--- src/rtl/lsu_mem_resp_pkg.sv ---
// lsu_mem_resp_pkg: FSM state encoding, one-hot access sizes, base byte masks
// and small request-classification helpers shared by the load/store responder.
package lsu_mem_resp_pkg;

  typedef enum logic [2:0] {
    S_IDLE = 3'd0,
    S_ACC1 = 3'd1,
    S_ACC2 = 3'd2,
    S_CAP1 = 3'd3,
    S_CAP  = 3'd4,
    S_RESP = 3'd5
  } state_t;

  localparam logic [2:0] LEN_B = 3'b001;
  localparam logic [2:0] LEN_H = 3'b010;
  localparam logic [2:0] LEN_W = 3'b100;

  localparam logic [3:0] MASK_B = 4'b0001;
  localparam logic [3:0] MASK_H = 4'b0011;
  localparam logic [3:0] MASK_W = 4'b1111;

  // Only the three one-hot encodings are meaningful access sizes.
  function automatic logic len_legal(input logic [2:0] len);
    return (len == LEN_B) || (len == LEN_H) || (len == LEN_W);
  endfunction

  // An access crosses a word boundary when its bytes do not fit in one RAM word.
  function automatic logic is_split(input logic [2:0] len, input logic [1:0] off);
    return ((len == LEN_H) && (off == 2'd3)) || ((len == LEN_W) && (off != 2'd0));
  endfunction

endpackage

--- src/rtl/lsu_lane_align.sv ---
// lsu_lane_align: combinational byte-lane steering. Positions store data and
// byte enables across a pair of RAM words, and extracts/extends load data
// from a pair of read words.
module lsu_lane_align
  import lsu_mem_resp_pkg::*;
(
  input  logic [2:0]  len,
  input  logic [1:0]  off,
  input  logic        sign_ext,
  input  logic [31:0] word0,
  input  logic [31:0] word1,
  input  logic [31:0] wdata,
  output logic [3:0]  st_mask0,
  output logic [3:0]  st_mask1,
  output logic [31:0] st_data0,
  output logic [31:0] st_data1,
  output logic [31:0] ld_data
);

  logic [3:0]  base_mask;
  logic [7:0]  mask8;
  logic [63:0] data64;
  logic [63:0] shifted;
  logic        unused_ld_hi;

  // Shift the store data/mask by the byte offset and split them over two words.
  always_comb begin
    base_mask = 4'b0000;
    case (len)
      LEN_B:   base_mask = MASK_B;
      LEN_H:   base_mask = MASK_H;
      LEN_W:   base_mask = MASK_W;
      default: base_mask = 4'b0000;
    endcase
    mask8    = {4'b0000, base_mask} << off;
    data64   = {32'b0, wdata} << {off, 3'b000};
    st_mask0 = mask8[3:0];
    st_mask1 = mask8[7:4];
    st_data0 = data64[31:0];
    st_data1 = data64[63:32];
  end

  // Right-align the loaded bytes, then sign- or zero-extend sub-word sizes.
  always_comb begin
    shifted = {word1, word0} >> {off, 3'b000};
    ld_data = shifted[31:0];
    case (len)
      LEN_B:   ld_data = {{24{sign_ext & shifted[7]}}, shifted[7:0]};
      LEN_H:   ld_data = {{16{sign_ext & shifted[15]}}, shifted[15:0]};
      default: ld_data = shifted[31:0];
    endcase
  end

  assign unused_ld_hi = ^shifted[63:32];

endmodule

--- src/rtl/lsu_mem_resp.sv ---
// lsu_mem_resp: single-outstanding load/store responder in front of a
// synchronous single-port 32-bit data RAM.
// Build option LSU_MISALIGN_SPLIT_EN: when defined, word-crossing accesses are
// performed as two RAM accesses; when undefined they are answered with an error.
module lsu_mem_resp
  import lsu_mem_resp_pkg::*;
#(
  parameter int AW = 12
) (
  input  logic          clk,
  input  logic          rst_n,
  input  logic          req_valid,
  output logic          req_ready,
  input  logic          req_we,
  input  logic [31:0]   req_addr,
  input  logic [31:0]   req_wdata,
  input  logic [2:0]    req_len,
  input  logic          req_signed,
  output logic          resp_valid,
  input  logic          resp_ready,
  output logic [31:0]   resp_rdata,
  output logic          resp_err,
  output logic          ram_en,
  output logic [3:0]    ram_we,
  output logic [AW-1:0] ram_addr,
  output logic [31:0]   ram_wdata,
  input  logic [31:0]   ram_rdata
);

  state_t        state, state_nxt;
  logic          accept;
  logic          req_split;
  logic          req_bad;
  logic          we_q;
  logic [2:0]    len_q;
  logic          signed_q;
  logic [1:0]    off_q;
  logic [AW-1:0] word0_q;
  logic [31:0]   wdata_q;
  logic [31:0]   result_q;
  logic          err_q;
  logic [3:0]    st_mask0, st_mask1;
  logic [31:0]   st_data0, st_data1;
  logic [31:0]   ld_word0, ld_word1;
  logic [31:0]   ld_data;
  logic          unused_addr_hi;

  assign accept    = req_valid & (state == S_IDLE);
  assign req_split = is_split(req_len, req_addr[1:0]);

`ifdef LSU_MISALIGN_SPLIT_EN
  logic          split_q;
  logic [31:0]   rdata0_q;
  logic [AW-1:0] word1;

  assign req_bad  = ~len_legal(req_len);
  assign word1    = word0_q + AW'(1);
  assign ld_word0 = split_q ? rdata0_q : ram_rdata;
  assign ld_word1 = split_q ? ram_rdata : 32'b0;
`else
  logic unused_st_hi;

  assign req_bad      = ~len_legal(req_len) | req_split;
  assign ld_word0     = ram_rdata;
  assign ld_word1     = 32'b0;
  assign unused_st_hi = ^{st_mask1, st_data1};
`endif

  assign unused_addr_hi = ^req_addr[31:AW+2];
  assign resp_rdata     = result_q;
  assign resp_err       = err_q;

  lsu_lane_align u_align (
    .len      (len_q),
    .off      (off_q),
    .sign_ext (signed_q),
    .word0    (ld_word0),
    .word1    (ld_word1),
    .wdata    (wdata_q),
    .st_mask0 (st_mask0),
    .st_mask1 (st_mask1),
    .st_data0 (st_data0),
    .st_data1 (st_data1),
    .ld_data  (ld_data)
  );

  // State register; reset abandons any transaction in flight.
  always_ff @(posedge clk) begin
    if (!rst_n) state <= S_IDLE;
    else        state <= state_nxt;
  end

  // Next-state and RAM/handshake outputs; RAM pins are zero unless accessing.
  always_comb begin
    state_nxt  = state;
    req_ready  = 1'b0;
    resp_valid = 1'b0;
    ram_en     = 1'b0;
    ram_we     = 4'b0000;
    ram_addr   = '0;
    ram_wdata  = 32'b0;
    case (state)
      S_IDLE: begin
        req_ready = 1'b1;
        if (req_valid) state_nxt = req_bad ? S_RESP : S_ACC1;
      end
      S_ACC1: begin
        ram_en   = 1'b1;
        ram_addr = word0_q;
        if (we_q) begin
          ram_we    = st_mask0;
          ram_wdata = st_data0;
        end
`ifdef LSU_MISALIGN_SPLIT_EN
        if (split_q) state_nxt = we_q ? S_ACC2 : S_CAP1;
        else         state_nxt = we_q ? S_RESP : S_CAP;
`else
        state_nxt = we_q ? S_RESP : S_CAP;
`endif
      end
`ifdef LSU_MISALIGN_SPLIT_EN
      S_CAP1: begin
        ram_en    = 1'b1;
        ram_addr  = word1;
        state_nxt = S_CAP;
      end
      S_ACC2: begin
        ram_en    = 1'b1;
        ram_addr  = word1;
        ram_we    = st_mask1;
        ram_wdata = st_data1;
        state_nxt = S_RESP;
      end
`endif
      S_CAP: state_nxt = S_RESP;
      S_RESP: begin
        resp_valid = 1'b1;
        if (resp_ready) state_nxt = S_IDLE;
      end
      default: state_nxt = S_IDLE;
    endcase
  end

  // Latch the accepted request and build the response payload.
  always_ff @(posedge clk) begin
    if (!rst_n) begin
      we_q     <= 1'b0;
      len_q    <= 3'b000;
      signed_q <= 1'b0;
      off_q    <= 2'b00;
      word0_q  <= '0;
      wdata_q  <= 32'b0;
      result_q <= 32'b0;
      err_q    <= 1'b0;
`ifdef LSU_MISALIGN_SPLIT_EN
      split_q  <= 1'b0;
      rdata0_q <= 32'b0;
`endif
    end else begin
      if (accept) begin
        we_q     <= req_we;
        len_q    <= req_len;
        signed_q <= req_signed;
        off_q    <= req_addr[1:0];
        word0_q  <= req_addr[AW+1:2];
        wdata_q  <= req_wdata;
        result_q <= 32'b0;
        err_q    <= req_bad;
`ifdef LSU_MISALIGN_SPLIT_EN
        split_q  <= req_split;
`endif
      end
`ifdef LSU_MISALIGN_SPLIT_EN
      if (state == S_CAP1) rdata0_q <= ram_rdata;
`endif
      if (state == S_CAP) result_q <= ld_data;
    end
  end

endmodule

--- config.mk ---
export PLATFORM = sky130hd
export DESIGN_NAME = lsu_mem_resp
export DESIGN_NICKNAME = d
export VERILOG_FILES = /design/src/rtl/lsu_mem_resp_pkg.sv /design/src/rtl/lsu_lane_align.sv /design/src/rtl/lsu_mem_resp.sv
export SDC_FILE = /design/constraint.sdc
export NUM_CORES = 1
export LEC_CHECK = 0
export BUFFER_PORTS_ARGS = -buffer_cell sky130_fd_sc_hd__buf_2
export CORE_ASPECT_RATIO = 0.9
export CORE_MARGIN = 2
export CORE_UTILIZATION = 40
export DETAILED_ROUTE_END_ITERATION = 10
export GPL_ROUTABILITY_DRIVEN = 0
export GPL_TIMING_DRIVEN = 0
export HOLD_SLACK_MARGIN = 0.03
export PLACE_DENSITY = 0.7
export SETUP_SLACK_MARGIN = 0.3
export SYNTH_ARGS = -nofsm -noshare
export SYNTH_HDL_FRONTEND = slang
export SYNTH_HIERARCHICAL = 1
export SYNTH_SLANG_ARGS = --single-unit
--- constraint.sdc ---
create_clock -name clk -period 2.1 [get_ports clk]
set_clock_uncertainty 0.15 [all_clocks]
set_input_delay 0.21 -clock clk [delete_from_list [all_inputs] [get_ports clk]]
set_output_delay 0.21 -clock clk [all_outputs]
set_load 0.005 [all_outputs]
==> results.md, run 1 <==
* Peak fanout along the critical path at 8
* Core area at 13400 um2
* Site row count at 40
* Clock sink count at 86
* Vias per Instance at 5.17
* Cells after synthesis at 676
* DRC errors left at 0
* CP Buf/Inv Count at 5
* Synth warnings at 6
* Drt pass-1 iters at 5
* Initial antenna violation count at 0
* Delay-heaviest family, CP: buffers and inverters
* Leak at 0.00402 uW
* CP peak stage delay at 0.35 ns
* CTS root buffer: clkbuf_16
* Clk pin slew, worst setup/hold paths at 0.06 ns
* PortBufs at 170
* Area Growth Syn to Fin at 59.3%
* First-pass GRT wire length at 30.0 mm
* RSZ-0062 raised after global routing: true
* IO Pins at 189
* Place WS at -0.151 ns
* DR iter-0 viols at 341
* Share of cells above drive strength 1 at 40.2%
* Failing checks: setup timing
* Hpwl dp at 13.0 mm
* Final-stage net count at 1108
* Worst Path Required at 1.74 ns
* H-Tree Depth at 3
* WP data arrival at 1.83 ns
* Most frequent cells in the layout: 163 x nand2_1, 161 x buf_2, 79 x dfxtp_1, 51 x dlygate4sd3_1, 50 x a21boi_1
* Largest net degree at the start of global routing at 14
* Max cap viols at 0
* Hold WS at 0.158 ns
* Post-Route WL at 19.7 mm
* Die area at 14700 um2
* Crit start category: register
* Worst-case clock buffer depth at 2
* Final Cycle Share at 104%
* Worst setup EP type: primary output
* Status: finished, violations left
* Avg Inst Size Synth at 8.14 um2
* Rel. slew slack at 64.9%
* Vias in the first global route at 5854
* Slew @ Worst Pin at 0.527 ns
* Final WS setup at -0.0878 ns
* Routed len/inst at 16.8 um
* Fmax at 457 MHz
* Critical path's slowest cell: dfxtp_2
* Slew Viols, Final at 0
* Clk_lat worst skew at 0.35 ns
* Grt ovf at 0
* PwrDens at 919 nW/um2
* TritonCTS clock tree: yes
* Post-route ant nets at 0
* Cell Area, Synth at 5500 um2
* Fin. Hold Viols at 0
* Num CTS Buffers at 9
* Critical path class: reg2out
* Peak supply drop at 0.670 mV
* Cell chain of the critical path: buf_12 > buf_12 > buf_12 > buf_12 > mux2i_2 > mux2i_1 > and3_1 > buf_2
* Final core occ at 65.3%
* Worst Hold Class: in2reg
* Die H at 115 um
* Cell mode on critical path: buf_12
* Starting density of the core at 41.0%
* Tmin final at 2.19 ns
* Tot Pwr at 8050 uW
* GRT Util Overall at 26.4%
* DR vias at 6049
* Commonest non-fill, non-tap cell in the layout: nand2_1
* Final Setup Violations at 41
* Antenna diodes at 0
* Die W at 128 um
## report_power, final
| part | total (uW) | internal, uW | leakage [uW] | switching [uW] |
|---|---|---|---|---|
| registers | 2240 | 1970 | 0.000706 | 270 |
| logic | 4050 | 1970 | 0.00316 | 2070 |
| clock network | 1760 | 1100 | 0.000155 | 662 |
## worst register-to-register path, stage by stage (launching register included)
cell and delay [ns]:
dfxtp_2 0.35, buf_12 0.13, mux4_2 0.54, a32oi_4 0.33, buf_6 0.21, nand2_2 0.06, nand2_1 0.07, o21ai_1 0.05
and2_1 0.15
## per-layer routing
metal  GRT usage [%]  share of wire [%]  vias up
met5               0                  0        -
met4            9.52                2.6        0
met3            6.10                7.4       36
met2            45.9                 49      268
met1            32.2                 41     2851
li1                -                  -     2894
## path summary, 6_finish.rpt
kind                           startpoint                     endpoint  slack [ns]  cells past startpoint
setup / recovery    off_q[0]$_SDFFE_PN0P_                ram_wdata[26]       -0.09                      8
hold / removal                 resp_ready        state[2]$_SDFFE_PN0P_        0.16                      5
setup reg to reg    off_q[0]$_SDFFE_PN0P_  resp_rdata[30]$_SDFFE_PN0P_       -0.05                      8
hold reg to reg   word0_q[0]$_SDFFE_PN0P_      word0_q[0]$_SDFFE_PN0P_        0.30                      2
## what timing repair did
item                                    4_1_cts  5_1_grt
hold endpoints to repair                     51        0
setup buffers                                29       10
gates cloned                                  4        1
resized for setup                           173       91
pin swaps                                    44       17
endpoints found under the setup margin      129      132
hold buffers                                 51        0
## metrics by stage
step / area, um2 / std cells / TNS [ns]
final: 8760 / 1171 / -1.69
after global routing: 8760 / 1171 / -4.90
after CTS: 8430 / 1160 / -1.84
after detailed placement: 6750 / 1061 / -2.77
after global placement: 6750 / 1061 / -2.30
after floorplan: 5680 / 723 / 0
## layout make-up
type                       instances  area [um2]
buffer                            64         586
clock buffer                      12         256
clock inverter                     3        67.6
fill                            1068        4650
inverter                          15        57.6
multi-input combinational        559        3910
sequential                        86        1740
tap                              168         210
timing repair buffer             264        1940
## sequential cells by signal, summed over array words and instances (netlist names)
signal / count
len_q: 3
off_q: 2
resp_err: 1
resp_rdata: 32
signed_q: 1
state: 2
wdata_q: 32
we_q: 1
word0_q: 12
(Power assumes the default switching activity.)
==> run 2: changes to the inputs <==
- SETUP_SLACK_MARGIN: 0.3 -> unset
==> results.md, run 2 (same netlist as run 1, synthesis figures left out) <==
* Cell chain of the critical path: buf_8 > buf_12 > buf_12 > buf_12 > mux2i_4 > mux2i_1 > and3_1 > buf_2
* H-Tree Depth at 3 (unchanged)
* PortBufs at 170 (unchanged)
* Worst setup EP type: primary output
* Fin area at 8330 um2 (-4.9%)
* Commonest non-fill, non-tap cell in the layout: buf_2
* Drt pass-1 iters at 4 (-1)
* Final Setup Violations at 44 (+7.3%)
* Hpwl dp at 13.1 mm (+0.54%)
* WP data arrival at 1.93 ns (+0.10 ns)
* First-pass GRT wire length at 28.3 mm (-5.6%)
* Core area at 13400 um2 (unchanged)
* Starting density of the core at 41.0% (unchanged)
* Hold Crit Start: resp_ready
* Setup crit end: ram_wdata[26]
* Status: finished, violations left
* Critical path class: reg2out
* CTS root buffer: clkbuf_16
* Fmax at 437 MHz (-4.4%)
* Tmin final at 2.29 ns (+0.0996 ns)
* Delay-heaviest family, CP: buffers and inverters
* Failing checks: setup timing
* Share of cells above drive strength 1 at 37.1% (-3.0 points)
* Crit path from: off_q[0]$_SDFFE_PN0P_
* Place WS at -0.198 ns (-0.0474 ns)
* PwrDens at 880 nW/um2 (-4.2%)
* DR vias at 5955 (-1.6%)
* Area Growth Syn to Fin at 51.5%
* Worst Path Required at 1.74 ns (about the same)
* FILL cells at 1101 (+3.1%)
* Hold WS at 0.166 ns (+0.00771 ns)
* Max cap viols at 0 (unchanged)
* Clk_lat worst skew at 0.35 ns (about the same)
* Routed len/inst at 16.5 um (-1.9%)
* Most frequent cells in the layout: 175 x buf_2, 158 x nand2_1, 82 x dfxtp_1, 51 x dlygate4sd3_1, 50 x a21boi_1
* Peak supply drop at 0.562 mV (-16%)
* Die W at 128 um (unchanged)
* Grt ovf at 0 (unchanged)
* DRC errors left at 0 (unchanged)
* Post-route ant nets at 0 (unchanged)
* R2r startpoint: off_q[0]$_SDFFE_PN0P_
* RSZ-0062 raised after global routing: true
* Clock sink count at 86 (unchanged)
* Crit start category: register
* Worst-case clock buffer depth at 2 (unchanged)
* Setup TNS at -2.60 ns (-0.906 ns)
* Clk pin slew, worst setup/hold paths at 0.06 ns (about the same)
* Slew Viols, Final at 0 (unchanged)
* Site row count at 40 (unchanged)
* Cell mode on critical path: buf_12
* Post-Route WL at 19.0 mm (-3.6%)
* Vias per Instance at 5.17 (+0.16%)
* TritonCTS clock tree: yes
* Rel. slew slack at 65.0% (+0.085 points)
* Final-stage net count at 1087 (-1.9%)
* Critical path's slowest cell: dfxtp_2
* Worst Hold Class: in2reg
* Initial antenna violation count at 0 (unchanged)
* Final core occ at 62.1% (-3.2 points)
* Die area at 14700 um2 (unchanged)
* Antenna diodes at 0 (unchanged)
* Reg2reg path depth at 9 (+1)
* Worst R2R Setup Slack at -0.10 ns (-0.05 ns)
* Slew @ Worst Pin at 0.526 ns (-0.00127 ns)
* Placed cell area at 6740 um2 (-0.11%)
* IO Pins at 189 (unchanged)
* Peak fanout along the critical path at 7 (-1)
* GRT Util Overall at 25.0% (-1.4 points)
* Die H at 115 um (unchanged)
* Crit Reg-Reg Endpoint: resp_rdata[30]$_SDFFE_PN0P_
* CP peak stage delay at 0.33 ns (-0.02 ns)
* Final WS setup at -0.187 ns (-0.0996 ns)
* Num CTS Buffers at 9 (unchanged)
* Leak at 0.00382 uW (-5.0%)
* Final Cycle Share at 109% (+4.7 points)
* Fin. Hold Viols at 0 (unchanged)
* CP Depth at 8 (unchanged)
* DR iter-0 viols at 464 (+36%)
* CP Buf/Inv Count at 5 (unchanged)
* Largest net degree at the start of global routing at 16 (+2)
* Vias in the first global route at 5543 (-5.3%)
-- run 2: what timing repair did --
item,CTS,global route
cloned,3,1
setup endpoints to repair,76,72
hold buffers,51,0
setup buffers,15,5
resized for setup,115,72
hold endpoints to repair,51,0
pin swaps,18,7
-- run 2: worst reg2reg max path, stage by stage (launching register included) --
cell	delay (ns)
dfxtp_2	0.35
buf_8	0.12
buf_8	0.10
mux4_2	0.53
a32oi_4	0.33
buf_6	0.19
nand2_4	0.05
nand2_2	0.09
o21ai_2	0.05
and2_1	0.15
-- run 2: where the power goes --
part           leakage (uW)  internal (uW)  total, uW  switching [uW]
clock network      0.000135            840       1540             696
registers          0.000705           1970       2250             285
logic               0.00298           1620       3550            1920
-- run 2: layout make-up --
type	count	area [um2]	share of cell area, %
Sequential cell	86	1730	20.8
Timing Repair Buffer	244	1660	19.9
Multi-Input combinational cell	559	3920	47.0
Clock buffer	10	239	2.87
Clock inverter	6	46.3	0.555
Tap cell	168	210	2.52
Inverter	15	57.6	0.691
Buffer	63	477	5.72
-- run 2: metrics by stage --
stage | cells | total power [uW]
after detailed placement | 1061 | 5060
after global routing | 1151 | 7800
final | 1151 | 7330
after floorplan | 723 | 4130
after CTS | 1146 | 7030
after global placement | 1061 | 5010
-- run 2: worst min-delay path by stage --
stage / endpoint / cells past startpoint
2_1_floorplan: word0_q[0]$_SDFFE_PN0P_ / 2
3_3_place_gp: word0_q[5]$_SDFFE_PN0P_ / 2
3_5_place_dp: word0_q[5]$_SDFFE_PN0P_ / 2
4_1_cts: state[2]$_SDFFE_PN0P_ / 5
5_1_grt: state[2]$_SDFFE_PN0P_ / 5
6_report: state[2]$_SDFFE_PN0P_ / 5
-- run 2: routing by layer --
| metal | wire length [um] | global-route usage, % | part of all wire [%] | vias up |
|---|---|---|---|---|
| li1 | - | - | - | 2860 |
| met1 | 8240 | 32.5 | 43 | 2797 |
| met2 | 8930 | 41.1 | 47 | 254 |
| met3 | 1320 | 5.77 | 7.0 | 44 |
| met4 | 537 | 8.64 | 2.8 | 0 |
| met5 | 0 | 0 | 0 | - |
==> run 3: changes to the inputs <==
- PLACE_DENSITY: 0.7 -> 0.72
- clock period: 2.1 -> 2.2 ns (I/O delays scaled with it)
==> results.md, run 3 (same netlist as run 1, synthesis figures left out) <==
* Antenna diodes at 0 (unchanged)
* Max cap viols at 0 (unchanged)
* Setup crit end: ram_we[2]
* Area Growth Syn to Fin at 47.2%
* Final Cycle Share at 101%
* Share of cells above drive strength 1 at 33.0% (-4.1 points)
* Status: finished, violations left
* Slew @ Worst Pin at 0.505 ns (-0.0205 ns)
* FILL cells at 1189 (+8.0%)
* Crit Reg-Reg Endpoint: resp_rdata[30]$_SDFFE_PN0P_
* Crit start category: register
* DR iter-0 viols at 421 (-9.3%)
* Crit path from: off_q[0]$_SDFFE_PN0P_
* CP peak stage delay at 0.33 ns (about the same)
* Site row count at 40 (unchanged)
* Largest net degree at the start of global routing at 15 (-1)
* Combinational share of power at 45.0% (-3.4 points)
* Worst-case clock buffer depth at 2 (unchanged)
* Clock share of power at 25.1% (+4.2 points)
* Worst Path Required at 1.83 ns (+0.09 ns)
* IO Pins at 189 (unchanged)
* Peak supply drop at 0.612 mV (+8.9%)
* DRC errors left at 0 (unchanged)
* Routed len/inst at 15.9 um (-3.7%)
* Worst R2R Setup Slack at 0 ns (+0.10 ns)
* Vias in the first global route at 5582 (+0.70%)
* RSZ-0062 raised after global routing: true
* Num CTS Buffers at 9 (unchanged)
* Failing checks: setup timing
* Sequential cell area at 1730 um2 (-0.36%)
* GRT Util Overall at 24.9% (-0.080 points)
* Psw at 2620 uW (-9.9%)
* Final-stage net count at 1080 (-0.64%)
* PortBufs at 170 (unchanged)
* Clk_lat worst skew at 0.35 ns (about the same)
* H-Tree Depth at 3 (unchanged)
* CTS root buffer: clkbuf_16
* Die W at 128 um (unchanged)
* Net Sw Frac at 37.0% (-2.6 points)
* Leak at 0.00377 uW (-1.2%)
* Slew Viols, Final at 0 (unchanged)
* DR vias at 5814 (-2.4%)
* Hpwl dp at 13.1 mm (+0.53%)
* Post-route ant nets at 0 (unchanged)
* R2r startpoint: off_q[0]$_SDFFE_PN0P_
* Cell chain of the critical path: buf_6 > buf_12 > buf_12 > buf_12 > and3b_1 > nor2_1 > o32ai_1 > and3_1 > buf_6
* Reg2reg path depth at 9 (unchanged)
* Fin. Hold Viols at 0 (unchanged)
* Rel. slew slack at 66.3% (+1.4 points)
* Vias per Instance at 5.09 (-1.7%)
* Clk pin slew, worst setup/hold paths at 0.06 ns (about the same)
* WP data arrival at 1.85 ns (-0.08 ns)
* Initial antenna violation count at 0 (unchanged)
* Final WS setup at -0.0185 ns (+0.169 ns)
* Clock sink count at 86 (unchanged)
* Peak fanout along the critical path at 5 (-2)
* Drt pass-1 iters at 5 (+1)
* Grt ovf at 0 (unchanged)
* Post-Route WL at 18.2 mm (-4.3%)
* PwrDens at 872 nW/um2 (-0.83%)
* Starting density of the core at 41.0% (unchanged)
* Worst Hold Class: in2reg
* Critical path's slowest cell: dfxtp_2
* Int Pwr at 4450 uW (+0.41%)
* Tmin final at 2.22 ns
* Fin area at 8100 um2 (-2.9%)
* Commonest non-fill, non-tap cell in the layout: buf_2
* Critical path class: reg2out
* Sequential Power Share at 29.9% (-0.8 points)
* Cell mode on critical path: buf_12
* Area of the multi-input gates at 3730 um2 (-4.7%)
* Placed cell area at 6740 um2 (unchanged)
* Delay-heaviest family, CP: buffers and inverters
* Setup TNS at -0.0302 ns (+2.57 ns)
* Worst setup EP type: primary output
* Core area at 13400 um2 (unchanged)
* Die H at 115 um (unchanged)
* Fmax at 451 MHz
* Final Setup Violations at 3 (-93%)
* CP Buf/Inv Count at 5 (unchanged)
* TritonCTS clock tree: yes
* First-pass GRT wire length at 28.3 mm (+0.12%)
* Most frequent cells in the layout: 180 x buf_2, 169 x nand2_1, 83 x dfxtp_1, 53 x and2_1, 51 x dlygate4sd3_1
* CP Depth at 9 (+1)
* Die area at 14700 um2 (unchanged)
## run 3: changes by cell type in the layout (fill, tap and decap cells not counted), sizes merged
cell	delta
bufinv	+3
buf	-7
clkbuf	+1
clkinvlp	-2
nor2	-1
inv	-1
clkinv	-1
## run 3: tightest hold or removal path: cells and delay by family
family          cells  cell delay, ns
compound gates      3            0.28
buf+inv             2            0.14
## run 3: what timing repair did
action / CTS / global route
pin swaps: 4 / 8
endpoints found under the setup margin: 58 / 59
cloned: 2 / 0
gates resized for setup: 52 / 70
setup buffers: 11 / 3
hold buffers: 51 / 0
hold endpoints to repair: 51 / 0
## run 3: routing by layer
layer / vias to the layer above / GRT usage [%] / share of wire (%)
met5: - / 0 / 0
met4: 0 / 9.08 / 2.5
met3: 42 / 5.72 / 7.6
met2: 247 / 41.2 / 47
met1: 2676 / 32.1 / 43
li1: 2849 / - / -
## run 3: stage by stage
| step | cells | power (uW) | worst slack, ns | hold slack, ns | util (%) |
|---|---|---|---|---|---|
| floorplan | 723 | 3940 | 0.209 | 0.205 | - |
| global placement | 1061 | 4770 | -0.0627 | 0.287 | 50.2 |
| detailed placement | 1061 | 4810 | -0.0895 | 0.292 | 50.2 |
| CTS | 1140 | 6850 | -0.0244 | 0.153 | 58.9 |
| global route | 1143 | 7510 | -0.0946 | 0.188 | 60.4 |
| finish | 1143 | 7060 | -0.0185 | 0.176 | 60.4 |
## run 3: power by group through the flow
stage          clock (uW)  sequential (uW)  combinational [uW]
2_1_floorplan           0             2070                1870
3_3_place_gp            0             2110                2660
3_5_place_dp            0             2120                2690
4_1_cts              1800             2100                2960
5_1_grt              1870             2140                3490
6_report             1770             2110                3180
## run 3: how the worst min path moves through the flow
stage,from,endpoint,slack [ns],depth (start not counted)
floorplan,req_addr[2],word0_q[0]$_SDFFE_PN0P_,0.20,2
global placement,word0_q[0]$_SDFFE_PN0P_,word0_q[0]$_SDFFE_PN0P_,0.29,2
detailed placement,word0_q[8]$_SDFFE_PN0P_,word0_q[8]$_SDFFE_PN0P_,0.29,2
CTS,resp_ready,state[2]$_SDFFE_PN0P_,0.15,5
global route,resp_ready,state[2]$_SDFFE_PN0P_,0.19,5
finish,resp_ready,state[2]$_SDFFE_PN0P_,0.18,5
## run 3: cell type report
cell class,count,area share (%)
Clock buffer,10,2.95
Multi-Input combinational cell,558,46.1
Clock inverter,5,1.33
Inverter,15,0.711
Sequential cell,86,21.3
Buffer,64,5.73
Tap cell,168,2.60
Timing Repair Buffer,237,19.2
